===== config.mk =====
export PLATFORM = sky130hd
export DESIGN_NAME = dsp_preadder_dreg
export DESIGN_NICKNAME = d
export VERILOG_FILES = /design/src/rtl/dsp_preadder_dreg_pkg.sv /design/src/rtl/dsp_optreg.sv /design/src/rtl/dsp_preadder_dreg.sv
export SDC_FILE = /design/constraint.sdc
export NUM_CORES = 1
export LEC_CHECK = 0
export CORE_MARGIN = 2
export CORE_UTILIZATION = 35
export CTS_BUF_LIST = sky130_fd_sc_hd__clkbuf_16
export CTS_CLUSTER_DIAMETER = 80
export DETAILED_ROUTE_END_ITERATION = 8
export HOLD_SLACK_MARGIN = 0.06
export SLEW_MARGIN = 20
export SYNTH_ARGS = -nofsm -noshare
export SYNTH_HDL_FRONTEND = slang
export SYNTH_HIERARCHICAL = 1
export SYNTH_SLANG_ARGS = --single-unit

===== constraint.sdc =====
create_clock -name clk -period 9.8 [get_ports clk]
set_input_delay 2.45 -clock clk [delete_from_list [all_inputs] [get_ports clk]]
set_output_delay 2.45 -clock clk [all_outputs]
set_load 0.01 [all_outputs]

===== src/rtl/dsp_preadder_dreg_pkg.sv =====
// Shared constants for the DSP slice pre-adder stage.
package dsp_preadder_dreg_pkg;

  localparam int unsigned AD_WIDTH     = 25;
  localparam int unsigned D_WIDTH      = 25;
  localparam int unsigned A_WIDTH      = 30;
  localparam int unsigned INMODE_WIDTH = 5;

  // INMODE bit positions
  localparam int unsigned INMODE_ASEL  = 0;
  localparam int unsigned INMODE_AZERO = 1;
  localparam int unsigned INMODE_DEN   = 2;
  localparam int unsigned INMODE_SUB   = 3;
  localparam int unsigned INMODE_BSEL  = 4;

  localparam string USE_DPORT_TRUE  = "TRUE";
  localparam string USE_DPORT_FALSE = "FALSE";

endpackage


===== src/rtl/dsp_optreg.sv =====
// Optional pipeline register: enable, async active-low clear, or pure wire when Stages == 0.
module dsp_optreg #(
  parameter int unsigned Width  = 1,
  parameter int unsigned Stages = 1
) (
  input  logic             clk_i,
  input  logic             rst_ni,
  input  logic             en_i,
  input  logic [Width-1:0] d_i,
  output logic [Width-1:0] q_o
);

  if (Stages == 0) begin : g_bypass
    // No storage: clock, clear and enable have no effect on the path.
    logic unused_ctrl;
    assign unused_ctrl = ^{clk_i, rst_ni, en_i};
    assign q_o = d_i;
  end else begin : g_reg
    logic [Width-1:0] val_d, val_q;

    // Load when enabled, otherwise hold.
    always_comb begin
      val_d = val_q;
      if (en_i) val_d = d_i;
    end

    // State register; clear wins over enable.
    always_ff @(posedge clk_i or negedge rst_ni) begin
      if (!rst_ni) val_q <= '0;
      else         val_q <= val_d;
    end

    assign q_o = val_q;
  end

endmodule


===== src/rtl/dsp_preadder_dreg.sv =====
// Pre-adder stage: optional D/INMODE input registers, 25-bit add/sub, optional AD register.
module dsp_preadder_dreg
  import dsp_preadder_dreg_pkg::*;
#(
  parameter int unsigned DREG      = 1,
  parameter int unsigned ADREG     = 1,
  parameter int unsigned INMODEREG = 1,
  parameter string       USE_DPORT = "TRUE"
) (
  input  logic                    clk,
  input  logic                    RST_n,
  input  logic                    CED,
  input  logic                    CEAD,
  input  logic                    CEINMODE,
  input  logic [INMODE_WIDTH-1:0] INMODE,
  input  logic [D_WIDTH-1:0]      D,
  input  logic [A_WIDTH-1:0]      AMULT,
  output logic                    INMODE_A,
  output logic                    INMODE_B,
  output logic [AD_WIDTH-1:0]     AD
);

  localparam bit UseD = (USE_DPORT == USE_DPORT_TRUE);

  logic [INMODE_WIDTH-1:0] inmode_r;
  logic [D_WIDTH-1:0]      d_r;
  logic [AD_WIDTH-1:0]     a_term, d_term, ad_pre;

  dsp_optreg #(
    .Width  (INMODE_WIDTH),
    .Stages (INMODEREG)
  ) u_inmode_reg (
    .clk_i  (clk),
    .rst_ni (RST_n),
    .en_i   (CEINMODE),
    .d_i    (INMODE),
    .q_o    (inmode_r)
  );

  dsp_optreg #(
    .Width  (D_WIDTH),
    .Stages (DREG)
  ) u_d_reg (
    .clk_i  (clk),
    .rst_ni (RST_n),
    .en_i   (CED),
    .d_i    (D),
    .q_o    (d_r)
  );

  // Pre-adder; all arithmetic wraps modulo 2^25.
  always_comb begin
    a_term = inmode_r[INMODE_AZERO] ? '0 : AMULT[AD_WIDTH-1:0];
    d_term = (UseD && inmode_r[INMODE_DEN]) ? d_r : '0;
    ad_pre = d_term + a_term;
    if (UseD && inmode_r[INMODE_SUB]) ad_pre = d_term - a_term;
  end

  dsp_optreg #(
    .Width  (AD_WIDTH),
    .Stages (ADREG)
  ) u_ad_reg (
    .clk_i  (clk),
    .rst_ni (RST_n),
    .en_i   (CEAD),
    .d_i    (ad_pre),
    .q_o    (AD)
  );

  assign INMODE_A = inmode_r[INMODE_ASEL];
  assign INMODE_B = inmode_r[INMODE_BSEL];

  // Upper AMULT bits belong to the multiplier-side A path, not the pre-adder.
  logic unused_bits;
  assign unused_bits = ^{AMULT[A_WIDTH-1:AD_WIDTH]};

endmodule


==> results.cfg <==
[synthesis]
synth_area_um2 = 4459
synth_enable_flop_cells = 0
syn-num-nets = 540
ys_seq_elements = 55
avgSynthCellArea_um2 = 9.932
async_flop_share_pct = 100.0
synthCells = 449
ys_types = 54
ys_seq_area_share_pct = 30.86
synth-main-ff-cell = dfrtp_1
yosysWarnings = 6

[grt]
grt_pass1_wl_um = 17780
met3_usage_pct = 3.502
antenna_found_initial = 0
track_usage_pct = 16.68
use_met1_pct = 22.81
grt_pass1_vias = 3506
grt_max_degree = 56
gr-usage-met2_pct = 27.13
grt_busiest_layer = met2
gr-total-overflow = 0

[timing]
finalSetupTns_ps = 0
skew_ps = 8.108
tightest_slew_ps = 933.7
rsz0062_at_grt = no
final_max_slew_viol_count = 0
setup_viol = 0
fin_crit_sh_pct = 65.86
hold_viol_final = 0
slew_headroom_pct = 37.75
finalCriticalPeriod_ps = 6454
fmax_mhz = 154.9

[power]
pwr-share-clk_pct = 16.4
ir_drop_mv = 0.08437
p_per_area_nw_per_um2 = 190.8
p_int_mw = 0.6924
switching_share_pct = 34.54
seq_power_share_pct = 31.6
p_leak_nw = 2.420
p_switching_mw = 0.3654
pwr-share-comb_pct = 52.0

[clocking]
cts_sinks = 55
cts_setup_buffers = 0
htreeDepth = 2
postCtsHoldBufs = 0
clock_path_buffers = 2
clock_latency_ps = 300
cts_tree = done
post_cts_resize_count = 0
root_buffer = clkbuf_16
path_clk_slew_ps = 70
cts-buffers-inserted = 5

[worst_setup_path]
critPathTopFamily = simple AND/OR/NAND/NOR gates
worstPathRequired_ps = 9990
start_kind = primary input
slowest_stage = or4_1
crit_path_cell_trace = clkdlybuf4s50_1, nor4_2, nand2_1, o21ai_0, a21oi_1, xor2_1, nand2_1, ha_1, nand2_1, or4_1, o31ai_1, a211oi_1, mux2_2
end_kind = register
crit_buf_inv = 1
slowest_delay_ps = 630
crit_arrival_ps = 6640
critPathKind = in2reg
cp_common_cell = nand2_1
crit_fanout = 7

[placed_design]
place.detailed.hpwl_um = 8501
placedCellCount = 692
port-buffer-count = 86
finalWeightedCongestion = 0.8244

[drt]
drt-pass1-iter-count = 4
viasPerCell = 5.127
vias = 3589
drt-initial-drc-count = 116
post-route-drc-count = 0
drt-total-wl_um = 11070
avgRoutedWirePerCell_um = 15.81
ant_nets = 0

[die]
die-area_um2 = 13660
io-pin-count = 92
fp-row-count = 41
core_area_um2 = 12520
floorplan.initialDensity_pct = 35.63
die_w_um = 116.9
die_y_um = 116.9

[layout]
fin_util_pct = 44.28
nets = 618
diodes = 0
final_cells = 700
area_growth_syn_to_layout_pct = 24.30
drive_gt1_share_pct = 13.64

[min_path]
hold_path_class = reg2reg

[flow_run]
drv_cap = 0

[status]
status = finished clean
## Yosys cell counts, drive strengths merged, types with 2 or more instances
master	number	share of area, %
nand3	14	1.6
xnor2	18	3.5
o21a	7	1.2
nand3b	3	0.79
or4	2	0.34
a311oi	4	0.79
nor4	7	1.8
o21bai	3	0.51
nand2b	2	0.28
dfrtp	55	31
nand2	28	2.4
nor3	7	0.79
a21oi	27	3.0
and2	26	3.6
o21ai	22	2.5
inv	12	1.0
o211ai	6	1.0
and3	6	0.84
nor2	31	2.6
buf	7	2.4
nor2b	13	1.8
ha	25	7.0
a31oi	6	0.84
o31ai	3	0.51
mux2	56	18
o311ai	2	0.39
clkbuf	11	0.93
xor2	17	3.3
a21o	10	1.7
a211oi	2	0.34
a2111o	2	0.51
## power groups by stage
stage | Clock, mW | Sequential [mW] | Combinational, mW
after global placement | 0 | 0.337 | 0.546
after detailed placement | 0 | 0.339 | 0.550
final | 0.174 | 0.334 | 0.550
after floorplan | 0 | 0.349 | 0.333
after CTS | 0.180 | 0.335 | 0.553
after global routing | 0.188 | 0.343 | 0.599
## sequential cells by signal (all words and copies together) (netlist names)
| name | count |
|---|---|
| u_ad_reg/q_o | 25 |
| u_d_reg/q_o | 25 |
| u_inmode_reg/q_o | 5 |
## per-stage QoR
stage               total power, mW  setup slack [ps]  instance area (um^2)  hold slack (ps)
global placement             0.8824              3127                  5405            487.2
finish                        1.058              3346                  5543            504.8
CTS                           1.068              3362                  5543            507.7
global route                  1.130              3045                  5543            520.7
floorplan                    0.6826              4314                  4459            472.7
detailed placement           0.8883              3081                  5405            490.5
## final timing paths
check	startpoint	endpoint	slack, ps	cells after the start
max	AMULT[4]	u_ad_reg/q_o[22]$_DFFE_PN0P_	3350	13
min	u_d_reg/q_o[22]$_DFFE_PN0P_	u_d_reg/q_o[22]$_DFFE_PN0P_	500	1
max reg2reg	u_inmode_reg/q_o[1]$_DFFE_PN0P_	u_ad_reg/q_o[23]$_DFFE_PN0P_	5100	14
min reg2reg	u_d_reg/q_o[22]$_DFFE_PN0P_	u_d_reg/q_o[22]$_DFFE_PN0P_	500	1
max in group asynchronous	RST_n	u_inmode_reg/q_o[2]$_DFFE_PN0P_	7070	2
min in group asynchronous	RST_n	u_ad_reg/q_o[14]$_DFFE_PN0P_	2280	2
## cell usage in the layout (no fill, tap or decap), drive strengths merged, types with 7 or more instances in the layout
cell           netlist  layout
a21o                10      10
a21oi               27      27
and2                26      26
clkdlybuf4s50        0      85
dfrtp               55      55
ha                  25      25
inv                 12      14
mux2                56      56
nand2               28      28
nand3               14      14
nor2                31      31
nor2b               13      13
nor3                 7       7
nor4                 7       7
o21a                 7       7
o21ai               22      22
xnor2               18      18
xor2                17      17
## per-layer routing
layer | up-vias | part of all wire, %
li1 | 1787 | -
met1 | 1701 | 48
met2 | 93 | 46
met3 | 8 | 5.1
met4 | 0 | 1.1
met5 | - | 0
## final cells by class
| cell class | count | area [um^2] |
|---|---|---|
| Tap cell | 172 | 215.2 |
| Sequential cell | 55 | 1376 |
| Clock buffer | 5 | 125.1 |
| Inverter | 12 | 45.04 |
| Timing Repair Buffer | 89 | 878.3 |
| Clock inverter | 3 | 12.51 |
| Fill cell | 1261 | 6974 |
| Multi-Input combinational cell | 364 | 2890 |
## worst register-to-register path, cell delays in order (launching register included)
cell	delay [ps]
dfrtp_1	570
inv_1	550
nand2_1	150
ha_1	320
o21ai_1	550
o21ai_0	180
a31o_2	260
ha_1	390
and2_1	200
and3_1	180
nand3_1	70
o21ai_0	560
a21oi_1	180
xnor2_1	170
mux2_4	260
## cell families (layout without fill, tap and decap cells)
group	Yosys count	after routing	synth area share [%]
AOI/OAI and AO/OA	106	106	15.71
xor gates and xnor gates	35	35	6.874
adders and majority gates	26	26	7.464
buffers and inverters	30	109	4.321
DFF	55	55	30.86
muxes	57	57	17.73
and+or+nand+nor	140	140	17.03
Power figures use the tool's default switching activity.
